$ cat src/rtl/uart_irq_ctrl.sv
// rtl/uart_irq_ctrl.sv - UART interrupt controller: line error, RX trigger, char timeout, TX threshold
// Pending bits are raw state; irq_o/irq_id_o are combinational from pend and enables.
module uart_irq_ctrl #(
  parameter int FIFO_DEPTH = 16,
  parameter int CTI_TICKS  = 64,
  localparam int LW = $clog2(FIFO_DEPTH) + 1
) (
  input  logic          clk_i,
  input  logic          rst_i,
  input  logic [3:0]    irq_en_i,
  input  logic [3:0]    clr_i,
  input  logic [2:0]    err_i,
  input  logic [LW-1:0] rx_elem_i,
  input  logic [LW-1:0] tx_elem_i,
  input  logic [LW-1:0] rx_trg_i,
  input  logic [LW-1:0] tx_trg_i,
  input  logic          rx_push_i,
  input  logic          rx_pop_i,
  input  logic          tx_push_i,
  input  logic          baud_tick_i,
  output logic [3:0]    pend_o,
  output logic [2:0]    lsr_o,
  output logic [1:0]    irq_id_o,
  output logic          irq_o
);

  localparam int CW = $clog2(CTI_TICKS + 1);
  localparam logic [LW-1:0] DEPTH_L  = LW'(FIFO_DEPTH);
  localparam logic [CW-1:0] CTI_LAST = CW'(CTI_TICKS - 1);

  logic [3:0]    r_pend;
  logic [2:0]    r_lsr;
  logic [CW-1:0] r_cti_cnt;
  logic          r_thr;

  logic [3:0]    w_pend_n;
  logic [2:0]    w_lsr_n;
  logic [CW-1:0] w_cti_cnt_n;
  logic [LW-1:0] w_rx_trg_eff;
  logic          w_rx_empty;
  logic          w_cti_fire;
  logic          w_thr;
  logic [3:0]    w_masked;

  assign w_rx_trg_eff = (rx_trg_i > DEPTH_L) ? DEPTH_L : rx_trg_i;
  assign w_rx_empty   = (rx_elem_i == '0);
  assign w_thr        = (tx_elem_i <= tx_trg_i);

  always_comb begin
    w_pend_n    = r_pend;
    w_lsr_n     = r_lsr;
    w_cti_cnt_n = r_cti_cnt;
    w_cti_fire  = 1'b0;

    // Line error: a new error beats a same-cycle clear, and only the new causes survive it.
    if (clr_i[0]) begin
      w_lsr_n = err_i;
    end else begin
      w_lsr_n = r_lsr | err_i;
    end
    if (|err_i) begin
      w_pend_n[0] = 1'b1;
    end else if (clr_i[0]) begin
      w_pend_n[0] = 1'b0;
    end

    w_pend_n[1] = (w_rx_trg_eff != '0) && (rx_elem_i >= w_rx_trg_eff);

    if (rx_push_i || rx_pop_i || w_rx_empty) begin
      w_cti_cnt_n = '0;
    end else if (baud_tick_i && (r_cti_cnt == CTI_LAST)) begin
      w_cti_cnt_n = '0;
      w_cti_fire  = 1'b1;
    end else if (baud_tick_i && !r_pend[2]) begin
      w_cti_cnt_n = r_cti_cnt + CW'(1);
    end
    if (w_cti_fire) begin
      w_pend_n[2] = 1'b1;
    end else if (rx_pop_i || w_rx_empty || clr_i[2]) begin
      w_pend_n[2] = 1'b0;
    end

    // TX threshold is edge-triggered so a cleared bit stays quiet while the level persists.
    if (w_thr && !r_thr) begin
      w_pend_n[3] = 1'b1;
    end else if (clr_i[3] || tx_push_i) begin
      w_pend_n[3] = 1'b0;
    end
  end

  always_ff @(posedge clk_i) begin
    if (rst_i) begin
      r_pend    <= '0;
      r_lsr     <= '0;
      r_cti_cnt <= '0;
      r_thr     <= 1'b0;
    end else begin
      r_pend    <= w_pend_n;
      r_lsr     <= w_lsr_n;
      r_cti_cnt <= w_cti_cnt_n;
      r_thr     <= w_thr;
    end
  end

  assign w_masked = r_pend & irq_en_i;

  always_comb begin
    irq_id_o = 2'd0;
    if (w_masked[0]) begin
      irq_id_o = 2'd0;
    end else if (w_masked[1]) begin
      irq_id_o = 2'd1;
    end else if (w_masked[2]) begin
      irq_id_o = 2'd2;
    end else if (w_masked[3]) begin
      irq_id_o = 2'd3;
    end
  end

  assign irq_o  = |w_masked;
  assign pend_o = r_pend;
  assign lsr_o  = r_lsr;

endmodule

$ cat config.mk
export PLATFORM = sky130hd
export DESIGN_NAME = uart_irq_ctrl
export DESIGN_NICKNAME = d
export VERILOG_FILES = /design/src/rtl/uart_irq_ctrl.sv
export SDC_FILE = /design/constraint.sdc
export NUM_CORES = 1
export LEC_CHECK = 0
export CORE_MARGIN = 10
export CORE_UTILIZATION = 42
export CTS_CLUSTER_DIAMETER = 200
export DETAILED_ROUTE_END_ITERATION = 7
export HOLD_SLACK_MARGIN = 0.12
export PLACE_DENSITY_LB_ADDON = 0.12
export SLEW_MARGIN = 10
export SYNTH_ARGS = -nofsm -noshare
export SYNTH_HDL_FRONTEND = slang
export SYNTH_SLANG_ARGS = --single-unit
$ cat constraint.sdc
create_clock -name clk_i -period 2.3 [get_ports clk_i]
set_input_delay 0.69 -clock clk_i [delete_from_list [all_inputs] [get_ports clk_i]]
set_output_delay 0.69 -clock clk_i [all_outputs]
set_load 0.005 [all_outputs]
==> results of run 1 <==
registers in the layout, indices dropped and copies added (netlist names):
| register | cells |
|---|---|
| lsr_o | 3 |
| pend_o | 4 |
| r_thr | 1 |
| r_cti_cnt | 7 |
repair_timing:
action                                  in CTS  in global routing
hold buffers                                 0                  0
endpoints found under the setup margin       3                  1
resized for setup                           11                  1
hold endpoints to repair                     0                  0
pin swaps                                    2                  1
cell type report:
class	instances	area (um2)
clock buffers	4	26.3
flip-flops and latches	15	300
multi-input cells	78	573
inverters	10	37.5
repair buffers	46	453
fillers	156	578
well taps	27	33.8
per-stage QoR:
step / TNS, ns / power (mW) / hold WS, ns / util / area, um2
global route: 0 / 0.624 / 0.499 / 0.711 / 1420
global placement: -0.915 / 0.441 / 0.437 / 0.696 / 1390
floorplan: 0 / 0.340 / 0.430 / - / 908
CTS: 0 / 0.595 / 0.465 / 0.711 / 1420
finish: 0 / 0.588 / 0.461 / 0.711 / 1420
detailed placement: -1.13 / 0.450 / 0.443 / 0.696 / 1390
cell families after synthesis:
kind of cell / Yosys count
AO/OA/AOI/OAI: 21
XOR/XNOR: 6
adder cells (fa/ha/maj): 11
buffers and inverters: 11
flip-flops: 15
multiplexers: 1
AND/OR/NAND/NOR: 39
worst max-delay path, delay by kind of cell:
| family | cells | cell delay (ns) |
|---|---|---|
| buf+inv | 2 | 0.48 |
| compound gates | 1 | 0.16 |
| simple gates | 1 | 0.16 |
cells in the final DEF, fill, tap and decap left out, drive strengths merged, types with 2 or more instances in the layout:
cell type / instances
clkdlybuf4s50: 38
nor2: 15
dfxtp: 15
ha: 11
inv: 10
a21oi: 8
nand2: 7
dlygate4sd2: 5
nand4: 5
xor2: 4
clkbuf: 4
nor2b: 3
a22oi: 2
nor3: 2
a2111oi: 2
o21ai: 2
xnor2: 2
nor4: 2
clkdlybuf4s15: 2
per-layer routing:
metal / GRT usage / up-vias
li1: - / 470
met1: 0.120 / 437
met2: 0.213 / 44
met3: 0.0719 / 7
met4: 0.0471 / 0
met5: 0 / -
power breakdown:
group,switching (mW),leakage [nW],internal (mW)
logic,0.0581,0.451,0.101
clock network,0.0807,0.0150,0.0673
registers,0.00954,0.123,0.271
total,0.148,0.589,0.439
final timing paths:
path / startpoint / to / slack (ns) / cells past startpoint
worst max register to register: r_cti_cnt[0] / r_cti_cnt[2] / 0.90 / 4
worst min-delay path: r_thr / pend_o[3] / 0.46 / 2
worst min register to register: r_thr / pend_o[3] / 0.46 / 2
worst max-delay path: irq_en_i[1] / irq_id_o[1] / 0.12 / 4
==> results.py, run 1 <==
metrics = {
    "clocking": {
        "cts_setup_buffers": 0,
        "cts_sinks": 15,
        "htree_levels": 1,
        "numCtsBuffers": 3,
        "path_clk_slew_ns": 0.08,
        "root_buffer": "clkbuf_4",
        "cts_tree": "done",
        "clk_latency_ns": 0.28,
        "clockBufferDepth": 2,
    },
    "critical_path": {
        "cp_slowest_stage_delay_ns": 0.26,
        "cp_max_fo": 2,
        "worst-setup-path-type": "in -> out",
        "cp.required_ns": 1.61,
        "setup.worst_path.start_class": "input port",
        "critPathSlowestCell": "dlygate4sd2_1",
        "worst_setup_path_end_kind": "primary output",
        "cp_data_arrival_time_ns": 1.49,
        "path_cells": "dlygate4sd2_1, a22oi_2, nor2b_1, clkdlybuf4s15_2",
    },
    "drt": {
        "drc": 0,
        "drt_iter0_drc": 52,
        "routed_wl_um": 2700,
        "ant_nets": 0,
        "wl_met2_um": 1300,
        "m1WireLength_um": 1020,
        "highest_layer": "met4",
        "wl_met3_um": 335,
        "drtPass1Iterations": 4,
        "routedWlPerCell_um": 15.0,
        "vias": 958,
        "viasPerCell": 5.32,
    },
    "global_route": {
        "grt_max_degree": 9,
        "grt.total_usage": 0.124,
        "grt_antenna_before_repair": 0,
        "grt_pass1_wl_um": 4340,
        "grt_overflow": 0,
        "grt_pass1_vias": 1020,
    },
    "timing": {
        "fin_ws_ns": 0.120,
        "setup_viol": 0,
        "maxSlewViolCount": 0,
        "rsz0062_at_grt": "false",
        "hold_viol": 0,
        "clock.fmax_ghz": 0.459,
        "min_period_ns": 2.18,
        "finClkSkew_ns": 0.00103,
        "fin_crit_sh": 0.948,
        "max_slew_margin": 0.645,
        "tightest_slew_ns": 0.529,
    },
    "logic_synthesis": {
        "synthAdderAreaFrac": 0.152,
        "synth-xor-area-share": 0.0579,
        "yosys_warnings": 0,
        "synth.avg_cell_area_um2": 8.73,
        "synth-async-reset-ratio": 0,
        "synth_seq_cells": 15,
        "synth.top_cells.by_area": "dfxtp_1 33%, ha_1 15%, nor2_1 6.2%",
        "netlist_instances": 104,
        "synth_cell_types": 31,
        "synth_ff_type": "dfxtp_1",
        "yosysTopAreaCellShare": 0.331,
        "synth_seq_area_share": 0.331,
        "synth-edff-count": 0,
        "synth_compound_area_frac": 0.172,
        "netlist_top_cells_count": "15 x dfxtp_1, 15 x nor2_1, 11 x ha_1",
        "synth_nets": 152,
        "synth.cell_area_um2": 908,
        "synth-simple-area-share": 0.227,
        "synth_mux_area_frac": 0.0110,
        "synth_top_family_by_area": "simple AND/OR/NAND/NOR gates",
        "synth_top_cell_by_area": "dfxtp_1",
    },
    "cells_and_area": {
        "synthToLayoutAreaGrowth_pct": 56.7,
        "fin_nets": 202,
        "instances_no_fill": 180,
        "antennaDiodeCount": 0,
        "drive_above_1_share": 0.0915,
    },
    "worst_hold_path": {
        "hold_path_class": "reg -> reg",
    },
    "die": {
        "rows": 16,
        "coreArea_mm2": 0.00200,
        "dieHeight_um": 66.5,
        "die_x_um": 66.5,
        "dieArea_mm2": 0.00442,
        "ios": 47,
        "initial_core_util": 0.454,
    },
    "outcome": {
        "status": "completed",
    },
    "placement": {
        "place_hpwl_um": 2320,
        "gp_congestion": 0.823,
        "dp_slack_ns": -0.397,
        "dp_cells": 176,
        "portBuffers": 45,
    },
    "power_and_ir_drop": {
        "power_density_mw_per_mm2": 413,
        "vdd_drop_max_uv": 402,
        "p_leak_nw": 0.589,
    },
    "run": {
        "drv_cap": 0,
    },
}
Note: power is estimated with default switching activity, not from simulation.
==> run 2: changes to the inputs <==
Settings changed: CAP_MARGIN set to 10, REMOVE_ABC_BUFFERS set to 1.
==> run 2 against run 1 <==
  * Cell count rose by 0.56%
  * Register-to-register slack barely moved
  * First-iteration DRC count fell by 58%
  * Hold slack improved by 0.022 ns
  * Die area did not move
  * Critical path depth did not move
==> results.py, run 2 (synthesis results as in run 1) <==
metrics = {
    "outcome": {
        "status": "completed",
    },
    "critical_path": {
        "cp_data_arrival_time_ns": 1.48,
        "worst-setup-path-type": "in -> out",
        "setup.worst_path.start_class": "input port",
        "cp.required_ns": 1.61,
        "cp_max_fo": 2,
        "worst_setup_path_end_kind": "primary output",
    },
    "drt": {
        "drt_iter0_drc": 22,
        "ant_nets": 0,
        "routedWlPerCell_um": 14.0,
        "routed_wl_um": 2530,
        "drtPass1Iterations": 4,
        "viasPerCell": 5.12,
        "vias": 927,
        "drc": 0,
    },
    "placement": {
        "portBuffers": 45,
        "place_hpwl_um": 2140,
        "gp_congestion": 0.803,
        "dp_cells": 177,
    },
    "global_route": {
        "grt_overflow": 0,
        "grt_antenna_before_repair": 0,
        "grt_pass1_wl_um": 4110,
        "grt_max_degree": 9,
        "grt_pass1_vias": 960,
        "grt.total_usage": 0.118,
    },
    "cells_and_area": {
        "final_common_cell": "clkdlybuf4s50_1",
        "instances_no_fill": 181,
        "largest_reg_flops": 7,
        "antennaDiodeCount": 0,
        "regMostFlops": "r_cti_cnt",
        "synthToLayoutAreaGrowth_pct": 57.4,
        "drive_above_1_share": 0.104,
        "final_cell_mix": "38 x clkdlybuf4s50_1, 15 x nor2_1, 15 x dfxtp_1, 11 x ha_1, 10 x inv_1",
        "fin_nets": 203,
    },
    "clocking": {
        "clk_latency_ns": 0.29,
        "path_clk_slew_ns": 0.09,
        "numCtsBuffers": 3,
        "root_buffer": "clkbuf_4",
        "cts_setup_buffers": 0,
        "htree_levels": 1,
        "cts_tree": "done",
        "clockBufferDepth": 2,
        "cts_sinks": 15,
    },
    "worst_hold_path": {
        "hold_path_class": "reg -> reg",
    },
    "die": {
        "rows": 16,
        "die_x_um": 66.5,
        "coreArea_mm2": 0.00200,
        "ios": 47,
        "dieArea_mm2": 0.00442,
        "dieHeight_um": 66.5,
        "initial_core_util": 0.454,
    },
    "timing": {
        "clock.fmax_ghz": 0.462,
        "fin_hold_ws_ns": 0.483,
        "max_slew_margin": 0.652,
        "setup_viol": 0,
        "tns_ns": 0,
        "finClkSkew_ns": 0.00983,
        "fin_crit_sh": 0.941,
        "rsz0062_at_grt": "false",
        "hold_viol": 0,
        "tightest_slew_ns": 0.519,
        "min_period_ns": 2.17,
        "maxSlewViolCount": 0,
    },
    "power_and_ir_drop": {
        "power_density_mw_per_mm2": 415,
        "pwr-share-seq": 0.471,
        "internal_power_uw": 440,
        "combPwrFrac": 0.270,
        "total_power_uw": 594,
        "swShare": 0.258,
        "clock_power_share": 0.260,
        "p_leak_nw": 0.603,
        "power_switching_uw": 153,
        "vdd_drop_max_uv": 380,
    },
    "run": {
        "drv_cap": 0,
    },
}
-- run 2: area by class of cell --
cell class              count  area [um2]
well taps                  27        33.8
fillers                   170         572
flip-flops and latches     15         300
repair buffers             47         459
inverters                  10        37.5
multi-input cells          78         573
clock buffers               4        26.3
-- run 2: path summary, 6_finish.rpt --
| path | slack (ns) | startpoint | end | depth (start not counted) |
|---|---|---|---|---|
| max | 0.13 | irq_en_i[1] | irq_o | 4 |
| min | 0.48 | r_thr | pend_o[3] | 2 |
| max reg2reg | 0.90 | r_cti_cnt[0] | r_cti_cnt[1] | 4 |
| min reg2reg | 0.48 | r_thr | pend_o[3] | 2 |
-- run 2: worst max-delay path, stage by stage --
cell and delay, ns:
dlygate4sd2_1 0.26, a22oi_2 0.19, nand2_1 0.06, dlygate4sd2_1 0.27
-- run 2: layer usage --
| layer | wire length (um) | global-route usage | up-vias | part of all wire |
|---|---|---|---|---|
| met2 | 1160 | 0.196 | 38 | 0.46 |
| met5 | 0 | 0 | - | 0 |
| met1 | 1020 | 0.122 | 415 | 0.40 |
| met3 | 323 | 0.0753 | 3 | 0.13 |
| met4 | 23 | 0.0314 | 0 | 0.0091 |
| li1 | - | - | 471 | - |
-- run 2: what timing repair did --
item	in CTS	in global routing
setup endpoints to repair	3	1
resized for setup	13	1
hold buffers	0	0
pin swaps	3	1
-- run 2: power by group through the flow --
stage	registers [mW]	clock network (mW)	logic, mW
2_1_floorplan	0.284	0	0.0529
3_3_place_gp	0.284	0	0.160
3_5_place_dp	0.284	0	0.164
4_1_cts	0.279	0.162	0.162
5_1_grt	0.281	0.175	0.177
6_report	0.279	0.154	0.160
-- run 2: stage by stage --
stage	setup slack, ns	util	cell area [um2]
2_1_floorplan	0.500	-	901
3_3_place_gp	-0.375	0.699	1400
3_5_place_dp	-0.394	0.699	1400
4_1_cts	0.00309	0.713	1430
5_1_grt	0.0467	0.714	1430
6_report	0.135	0.714	1430
